<file path="src/rtl/mse_collector_multi_pkg.sv">
// Shared definitions for the WLO error-statistics collector: FSM states,
// square-width helper and the saturating accumulate used by every lane.
package wlo_pkg;

   typedef enum logic [2:0] {
      ST_IDLE,
      ST_WARMUP,
      ST_ACCUM,
      ST_DRAIN,
      ST_DONE
   } coll_state_e;

   // Widest accumulator the saturating adder supports (ACC_WL <= SAT_W).
   localparam int SAT_W = 128;

   function automatic int sq_width(input int data_wl);
      return 2 * data_wl + 2;
   endfunction

   // Returns {saturated, min(a + b, lim)}; callers zero-extend to SAT_W.
   function automatic logic [SAT_W:0] sat_add(input logic [SAT_W-1:0] a,
                                               input logic [SAT_W-1:0] b,
                                               input logic [SAT_W-1:0] lim);
      logic [SAT_W:0] sum;
      sum = {1'b0, a} + {1'b0, b};
      if (sum > {1'b0, lim}) return {1'b1, lim};
      return {1'b0, sum[SAT_W-1:0]};
   endfunction

endpackage

</file>
<file path="src/rtl/mse_collector_multi_if.sv">
// Sample/result bundle between the WLO control unit and the collector.
interface mse_collector_multi_if #(
   parameter int NUM_CAND = 2,
   parameter int DATA_WL  = 16,
   parameter int ACC_WL   = 64
);
   logic                      start;
   logic                      mean_en;
   logic                      sample_valid;
   logic signed [DATA_WL-1:0] data_in [NUM_CAND-1:0];
   logic signed [DATA_WL-1:0] data_ref;
   logic                      busy;
   logic [ACC_WL-1:0]         mse_data [NUM_CAND-1:0];
   logic                      mse_valid;
   logic [NUM_CAND-1:0]       ovf;

   modport master (
      output start, mean_en, sample_valid, data_in, data_ref,
      input  busy, mse_data, mse_valid, ovf
   );

   modport slave (
      input  start, mean_en, sample_valid, data_in, data_ref,
      output busy, mse_data, mse_valid, ovf
   );
endinterface

</file>
<file path="src/rtl/mse_collector_multi_err_sq_acc.sv">
// One candidate lane: diff -> square -> saturating accumulate, each stage
// carrying its own valid bit; ovf sticks until the next clear.
module err_sq_acc
   import wlo_pkg::*;
#(
   parameter int DATA_WL = 16,
   parameter int ACC_WL  = 64
) (
   input  logic                      clk,
   input  logic                      rstn,
   input  logic                      clr_i,
   input  logic                      vld_i,
   input  logic signed [DATA_WL-1:0] din_i,
   input  logic signed [DATA_WL-1:0] dref_i,
   output logic [ACC_WL-1:0]         acc_o,
   output logic                      ovf_o
);

   localparam int SQ_W = sq_width(DATA_WL);
   localparam logic [SAT_W-1:0] ACC_MAX = SAT_W'({ACC_WL{1'b1}});

   logic [1:0]               vld_pipe_q;
   logic signed [DATA_WL:0]  diff_d, diff_q;
   logic signed [SQ_W-1:0]   sq_d;
   logic [SQ_W-1:0]          sq_q;
   logic [SAT_W:0]           sum_d;
   logic [ACC_WL-1:0]        acc_q;
   logic                     ovf_q;

   always_comb begin
      diff_d = (DATA_WL+1)'(din_i) - (DATA_WL+1)'(dref_i);
      sq_d   = SQ_W'(diff_q) * SQ_W'(diff_q);
      sum_d  = sat_add(SAT_W'(acc_q), SAT_W'(sq_q), ACC_MAX);
   end

   always_ff @(posedge clk or negedge rstn) begin
      if (!rstn) begin
         vld_pipe_q <= '0;
         diff_q     <= '0;
         sq_q       <= '0;
         acc_q      <= '0;
         ovf_q      <= 1'b0;
      end else begin
         vld_pipe_q <= {vld_pipe_q[0], vld_i};
         diff_q     <= diff_d;
         sq_q       <= SQ_W'(sq_d);
         if (clr_i) begin
            acc_q <= '0;
            ovf_q <= 1'b0;
         end else if (vld_pipe_q[1]) begin
            acc_q <= ACC_WL'(sum_d);
            ovf_q <= ovf_q | sum_d[SAT_W];
         end
      end
   end

   assign acc_o = acc_q;
   assign ovf_o = ovf_q;

endmodule

</file>
<file path="src/rtl/mse_collector_multi.sv">
// Multi-candidate squared-error collector: run FSM, sample counters and the
// result registers shared by NUM_CAND err_sq_acc lanes.
module mse_collector_multi
   import wlo_pkg::*;
#(
   parameter int NUM_CAND     = 2,
   parameter int DATA_WL      = 16,
   parameter int ACC_WL       = 64,
   parameter int LOG2_SAMPLES = 16,
   parameter int WARMUP       = 32
) (
   input logic                  clk,
   input logic                  rstn,
   mse_collector_multi_if.slave bus
);

   localparam logic [31:0] WARM_LAST = 32'(WARMUP - 1);
   localparam logic [31:0] ACC_LAST  = 32'((64'd1 << LOG2_SAMPLES) - 64'd1);

   coll_state_e                     state_q, state_d;
   logic [31:0]                     cnt_q, cnt_d;
   logic                            mean_q;
   logic                            busy_c, clr_c, tag_c, load_c;
   logic [NUM_CAND-1:0][ACC_WL-1:0] acc;
   logic [NUM_CAND-1:0]             acc_ovf;
   logic [NUM_CAND-1:0][ACC_WL-1:0] mse_q;
   logic [NUM_CAND-1:0]             ovf_q;
   logic                            valid_q;

   always_ff @(posedge clk or negedge rstn) begin
      if (!rstn) begin
         state_q <= ST_IDLE;
         cnt_q   <= '0;
      end else begin
         state_q <= state_d;
         cnt_q   <= cnt_d;
      end
   end

   // cnt_q counts accepted samples in WARMUP/ACCUM and flush cycles in DRAIN.
   always_comb begin
      state_d = state_q;
      cnt_d   = cnt_q;
      unique case (state_q)
         ST_IDLE: if (bus.start) begin
            cnt_d   = '0;
            state_d = (WARMUP == 0) ? ST_ACCUM : ST_WARMUP;
         end
         ST_WARMUP: if (bus.sample_valid) begin
            if (cnt_q == WARM_LAST) begin
               cnt_d   = '0;
               state_d = ST_ACCUM;
            end else cnt_d = cnt_q + 32'd1;
         end
         ST_ACCUM: if (bus.sample_valid) begin
            if (cnt_q == ACC_LAST) begin
               cnt_d   = '0;
               state_d = ST_DRAIN;
            end else cnt_d = cnt_q + 32'd1;
         end
         ST_DRAIN: begin
            if (cnt_q == 32'd1) begin
               cnt_d   = '0;
               state_d = ST_DONE;
            end else cnt_d = cnt_q + 32'd1;
         end
         ST_DONE: state_d = ST_IDLE;
         default: state_d = ST_IDLE;
      endcase
   end

   always_comb begin
      busy_c = (state_q != ST_IDLE);
      clr_c  = (state_q == ST_IDLE) && bus.start;
      tag_c  = (state_q == ST_ACCUM) && bus.sample_valid;
      load_c = (state_q == ST_DONE);
   end

   for (genvar g = 0; g < NUM_CAND; g++) begin : g_cand
      err_sq_acc #(
         .DATA_WL (DATA_WL),
         .ACC_WL  (ACC_WL)
      ) u_lane (
         .clk    (clk),
         .rstn   (rstn),
         .clr_i  (clr_c),
         .vld_i  (tag_c),
         .din_i  (bus.data_in[g]),
         .dref_i (bus.data_ref),
         .acc_o  (acc[g]),
         .ovf_o  (acc_ovf[g])
      );
      assign bus.mse_data[g] = mse_q[g];
   end

   always_ff @(posedge clk or negedge rstn) begin
      if (!rstn) begin
         mean_q  <= 1'b0;
         valid_q <= 1'b0;
         ovf_q   <= '0;
         mse_q   <= '0;
      end else begin
         valid_q <= load_c;
         if (clr_c) mean_q <= bus.mean_en;
         if (load_c) begin
            ovf_q <= acc_ovf;
            for (int i = 0; i < NUM_CAND; i++)
               mse_q[i] <= mean_q ? (acc[i] >> LOG2_SAMPLES) : acc[i];
         end
      end
   end

   assign bus.busy      = busy_c;
   assign bus.mse_valid = valid_q;
   assign bus.ovf       = ovf_q;

endmodule

</file>
<file path="src/flat_wrapper.sv">
// flat-port wrapper written by rule: the top's interface ports become plain ports
module mse_collector_multi_flat import wlo_pkg::*;
#(
   parameter int NUM_CAND     = 2,
   parameter int DATA_WL      = 16,
   parameter int ACC_WL       = 64,
   parameter int LOG2_SAMPLES = 16,
   parameter int WARMUP       = 32
)
  (clk, rstn, bus_start, bus_mean_en, bus_sample_valid, bus_data_in, bus_data_ref, bus_busy, bus_mse_data, bus_mse_valid, bus_ovf);
  mse_collector_multi_if #(.NUM_CAND(NUM_CAND), .DATA_WL(DATA_WL), .ACC_WL(ACC_WL)) bus_i ();
  input logic clk;
  input logic rstn;
  input wire logic [$bits(bus_i.start)-1:0] bus_start;
  input wire logic [$bits(bus_i.mean_en)-1:0] bus_mean_en;
  input wire logic [$bits(bus_i.sample_valid)-1:0] bus_sample_valid;
  input wire logic [$bits(bus_i.data_in)-1:0] bus_data_in;
  input wire logic [$bits(bus_i.data_ref)-1:0] bus_data_ref;
  output wire logic [$bits(bus_i.busy)-1:0] bus_busy;
  output wire logic [$bits(bus_i.mse_data)-1:0] bus_mse_data;
  output wire logic [$bits(bus_i.mse_valid)-1:0] bus_mse_valid;
  output wire logic [$bits(bus_i.ovf)-1:0] bus_ovf;
  assign bus_i.start = bus_start;
  assign bus_i.mean_en = bus_mean_en;
  assign bus_i.sample_valid = bus_sample_valid;
  assign bus_i.data_in = {>>{bus_data_in}};
  assign bus_i.data_ref = bus_data_ref;
  assign bus_busy = bus_i.busy;
  assign bus_mse_data = {>>{bus_i.mse_data}};
  assign bus_mse_valid = bus_i.mse_valid;
  assign bus_ovf = bus_i.ovf;
  mse_collector_multi #(.NUM_CAND(NUM_CAND), .DATA_WL(DATA_WL), .ACC_WL(ACC_WL), .LOG2_SAMPLES(LOG2_SAMPLES), .WARMUP(WARMUP)) u_core (.clk(clk), .rstn(rstn), .bus(bus_i));
endmodule
</file>
<file path="config.mk">
export PLATFORM = sky130hd
export DESIGN_NAME = mse_collector_multi_flat
export DESIGN_NICKNAME = d
export VERILOG_FILES = /design/src/rtl/mse_collector_multi_pkg.sv /design/src/rtl/mse_collector_multi_if.sv /design/src/rtl/mse_collector_multi_err_sq_acc.sv /design/src/rtl/mse_collector_multi.sv /design/src/flat_wrapper.sv
export SDC_FILE = /design/constraint.sdc
export NUM_CORES = 2
export LEC_CHECK = 0
export ABC_AREA = 1
export BUFFER_PORTS_ARGS = -buffer_cell sky130_fd_sc_hd__buf_2
export CELL_PAD_IN_SITES_DETAIL_PLACEMENT = 0
export CELL_PAD_IN_SITES_GLOBAL_PLACEMENT = 2
export CORE_UTILIZATION = 35
export CTS_BUF_LIST = sky130_fd_sc_hd__clkbuf_16
export CTS_CLUSTER_DIAMETER = 150
export CTS_CLUSTER_SIZE = 10
export DETAILED_ROUTE_END_ITERATION = 7
export PLACE_DENSITY_LB_ADDON = 0.1
export SLEW_MARGIN = 20
export SYNTH_ARGS = -nofsm -noshare
export SYNTH_HDL_FRONTEND = slang
export SYNTH_SLANG_ARGS = --single-unit
</file>
<file path="constraint.sdc">
create_clock -name clk -period 6.7 [get_ports clk]
set_clock_uncertainty 0.2 [all_clocks]
set_input_delay 2.01 -clock clk [delete_from_list [all_inputs] [get_ports clk]]
set_output_delay 2.01 -clock clk [all_outputs]
set_load 0.01 [all_outputs]
</file>
==> metrics.md <==
| Metric | Value |
|---|---|
| Worst r2r src | `u_core.g_cand[1].u_lane.diff_q[14]` |
| First-pass GRT wire length | `232000 um` |
| Worst Hold Endpoint | `u_core.g_cand[0].u_lane.vld_pipe_q[1]` |
| Clock period minus worst slack | `roughly 6300 ps` |
| Core area | `132000 um2` |
| Total number of vias | `37800` |
| Largest net degree at the start of global routing | `138` |
| First-pass DRT Iterations | `6` |
| Routability cong. | `0.873` |
| CP required | `7030 ps` |
| Commonest cells in the netlist | `nand2_1 (1718), inv_1 (1355), fa_1 (534), nor2_1 (419), dfrtp_1 (399)` |
| DRT antenna net count | `0` |
| Clk pin slew, worst setup/hold paths | `60 ps` |
| CTS tree | `yes` |
| Post-Synthesis Cells | `6153` |
| I/O Pins | `between 150 and 200` |
| # fillers | `between 10000 and 15000` |
| Gr ovfl total | `0` |
| Routed len/inst | `around 18 um` |
| Dominant synthesized flop cell | `dfrtp_1` |
| Most common cell in the synthesized netlist | `nand2_1` |
| Fmax | `0.158 GHz` |
| Crit-path max FO | `13` |
| Classification of the worst setup path | `flip-flop to flip-flop` |
| Clock root buffer | `clkbuf_16` |
| Avg Cell Area, Syn | `between 7 and 8 um2` |
| CP bufs+invs | `5` |
| Worst EP arrival | `6660 ps` |
| Initial antenna violation count | `2` |
| Synth cell types | `between 50 and 60` |
| Vias in the first global route | `a little under 40000` |
| Area of the multi-input gates | `30500 um2` |
| Setup Total Neg Slack | `0 ps` |
| Final setup fails | `0` |
| Crit path cell chain | `buf_4, nand2_1, inv_1, ha_1, inv_1, xor2_1, fa_1, fa_1, fa_1, fa_1, inv_1, fa_1, inv_1, ha_1, nand2_1, nor4_2, nand3_1, nand3_1, nand2_1, nand2_1, xor2_1` |
| Layout cells sized above 1 | `7.94%` |
| Starting Density | `35.3%` |
| #FFs+latches synth | `399` |
| Hold_sp | `u_core.g_cand[0].u_lane.vld_pipe_q[0]` |
| Crit-path max cell delay | `800 ps` |
| Gr usage total | `approximately 22%` |
| Mapped Area | `roughly 47000 um2` |
| Area growth syn-to-layout | `8.82%` |
| Height of the die | `~370 um` |
| Synth top area share | `between 20% and 30%` |
| Final Hold Fails | `0` |
| Vias per inst | `4.72` |
| Slew headroom | `30.6%` |
| Htree depth | `2` |
| Worst path most repeated cell | `fa_1` |
| RSZ-0062 raised after global routing | `no` |
| Kind of cell adding the most delay to the critical path | `adder cells` |
| Reg2reg end | `u_core.g_cand[1].u_lane.sq_q[28]` |
| Hold Buf Count CTS | `0` |
| Reg-to-reg slack, setup | `370 ps` |
| Clock Latency Late Sink | `650 ps` |
| Die X | `367 um` |
| Final #Nets | `between 7000 and 8000` |
| Row count | `133` |
| Async SR Flop Fraction | `100%` |
| Placed insts | `7971` |
| CTS buffer count | `46` |
| Cell at the slowest stage of the critical path | `dfrtp_1` |
| EDFF count, synth | `0` |
| Drt total wl | `148000 um` |
| Sequential cell area | `9990 um2` |
| Worst hold path type | `flip-flop to flip-flop` |
| Yosys warnings | `0` |
| Clock Sinks | `399` |
| Finished Core Util | `about two fifths` |
| Yosys top cell by area | `fa_1` |
| Detailed placement HPWL | `approximately 120000 um` |
| Die area | `about 130000 um2` |
| Non-Filler Instances | `8025` |
| Startpoint Class | `flip-flop` |
| Synthesized Nets | `7029` |
| Maximum root-to-sink buffer count | `3` |
| DRT iter0 DRCs | `2398` |
| Status | `completed` |
| Max Cap Viol | `0` |
| Seq/Total Area, Yosys | `21.5%` |
| R2R depth | `21` |
| Nature of the critical path endpoint | `flip-flop` |
| Slew Viols, Final | `0` |
| Crit share post-route | `a little over nine tenths` |
| Least-Margin Pin Slew | `1040 ps` |
| Port Buffers | `between 150 and 200` |
| DRC | `0` |
| Hold Path Depth | `0` |
| Area contributors post-synth | `fa_1 (23%), dfrtp_1 (21%), nand2_1 (14%), inv_1 (11%), ha_1 (7.8%)` |
flip-flops by register name, summed over array words and instances, names as in the netlist:
name,cells
u_core.bus.mse_data,128
u_core.bus.mse_valid,1
u_core.bus.ovf,2
u_core.cnt_q,32
u_core.g_cand.u_lane.acc_o,128
u_core.g_cand.u_lane.diff_q,34
u_core.g_cand.u_lane.ovf_o,2
u_core.g_cand.u_lane.sq_q,66
u_core.g_cand.u_lane.vld_pipe_q,2
u_core.mean_q,1
u_core.state_q,3
repair_timing:
action                                  in CTS  in global routing
endpoints found under the hold margin        0                  0
buffers inserted                             0                  0
resized for setup                            0                  4
endpoints found under the setup margin       0                  8
kinds of logic after synthesis:
| logic type | after synthesis | synth area share [%] |
|---|---|---|
| XOR/XNOR | 195 | 3.67 |
| buffers and inverters | 1566 | 13.0 |
| AND/OR/NAND/NOR | 2688 | 24.7 |
| flip-flops | 399 | 21.5 |
| adder cells (fa/ha/maj) | 823 | 30.8 |
| AO/OA/AOI/OAI | 482 | 6.44 |
layout make-up:
type	instances	area share [%]
Antenna cell	1	0.00494
Clock buffer	46	2.27
Clock inverter	7	0.200
Inverter	1375	10.2
Multi-Input combinational cell	4188	60.3
Sequential cell	399	19.7
Tap cell	1755	4.34
Timing Repair Buffer	254	2.95
through the flow:
stage	area [um2]	setup WS, ps	hold slack, ps
floorplan	46500	514	131
detailed placement	49300	79.2	145
CTS	50600	31.7	157
finish	50600	366	156
global route	50600	2.49	177
global placement	49300	97.5	144
how the worst max path moves through the flow:
| stage | startpoint | endpoint | slack, ps | cells after the start |
|---|---|---|---|---|
| after CTS | u_core.g_cand[1].u_lane.diff_q[14] | u_core.g_cand[1].u_lane.sq_q[28] | 30 | 21 |
| final | u_core.g_cand[1].u_lane.diff_q[14] | u_core.g_cand[1].u_lane.sq_q[28] | 370 | 21 |
| after floorplan | u_core.g_cand[0].u_lane.diff_q[16] | u_core.g_cand[0].u_lane.sq_q[33] | 510 | 22 |
| after global placement | u_core.g_cand[1].u_lane.diff_q[14] | u_core.g_cand[1].u_lane.sq_q[28] | 100 | 21 |
| after detailed placement | u_core.g_cand[1].u_lane.diff_q[14] | u_core.g_cand[1].u_lane.sq_q[28] | 80 | 21 |
| after global routing | u_core.g_cand[1].u_lane.diff_q[14] | u_core.g_cand[1].u_lane.sq_q[28] | 2 | 21 |
layer usage:
layer	part of all wire (%)	GRT usage, %
met5	0	0
met4	2.0	4.57
met3	3.7	2.43
met2	44	35.0
met1	50	32.4
layout by cell type, fill, tap and decap left out, types with 120 or more instances in the layout:
master   count
ha_1       289
nand2_1   1717
fa_1       534
inv_1     1355
dfrtp_1    398
buf_2      183
a21oi_1    141
a31oi_1    120
nand3_1    275
nor2_1     419
Power is left out: the tool's default activity adds up to more than one toggle a clock period on the data nets, which glitch-free logic cannot reach.
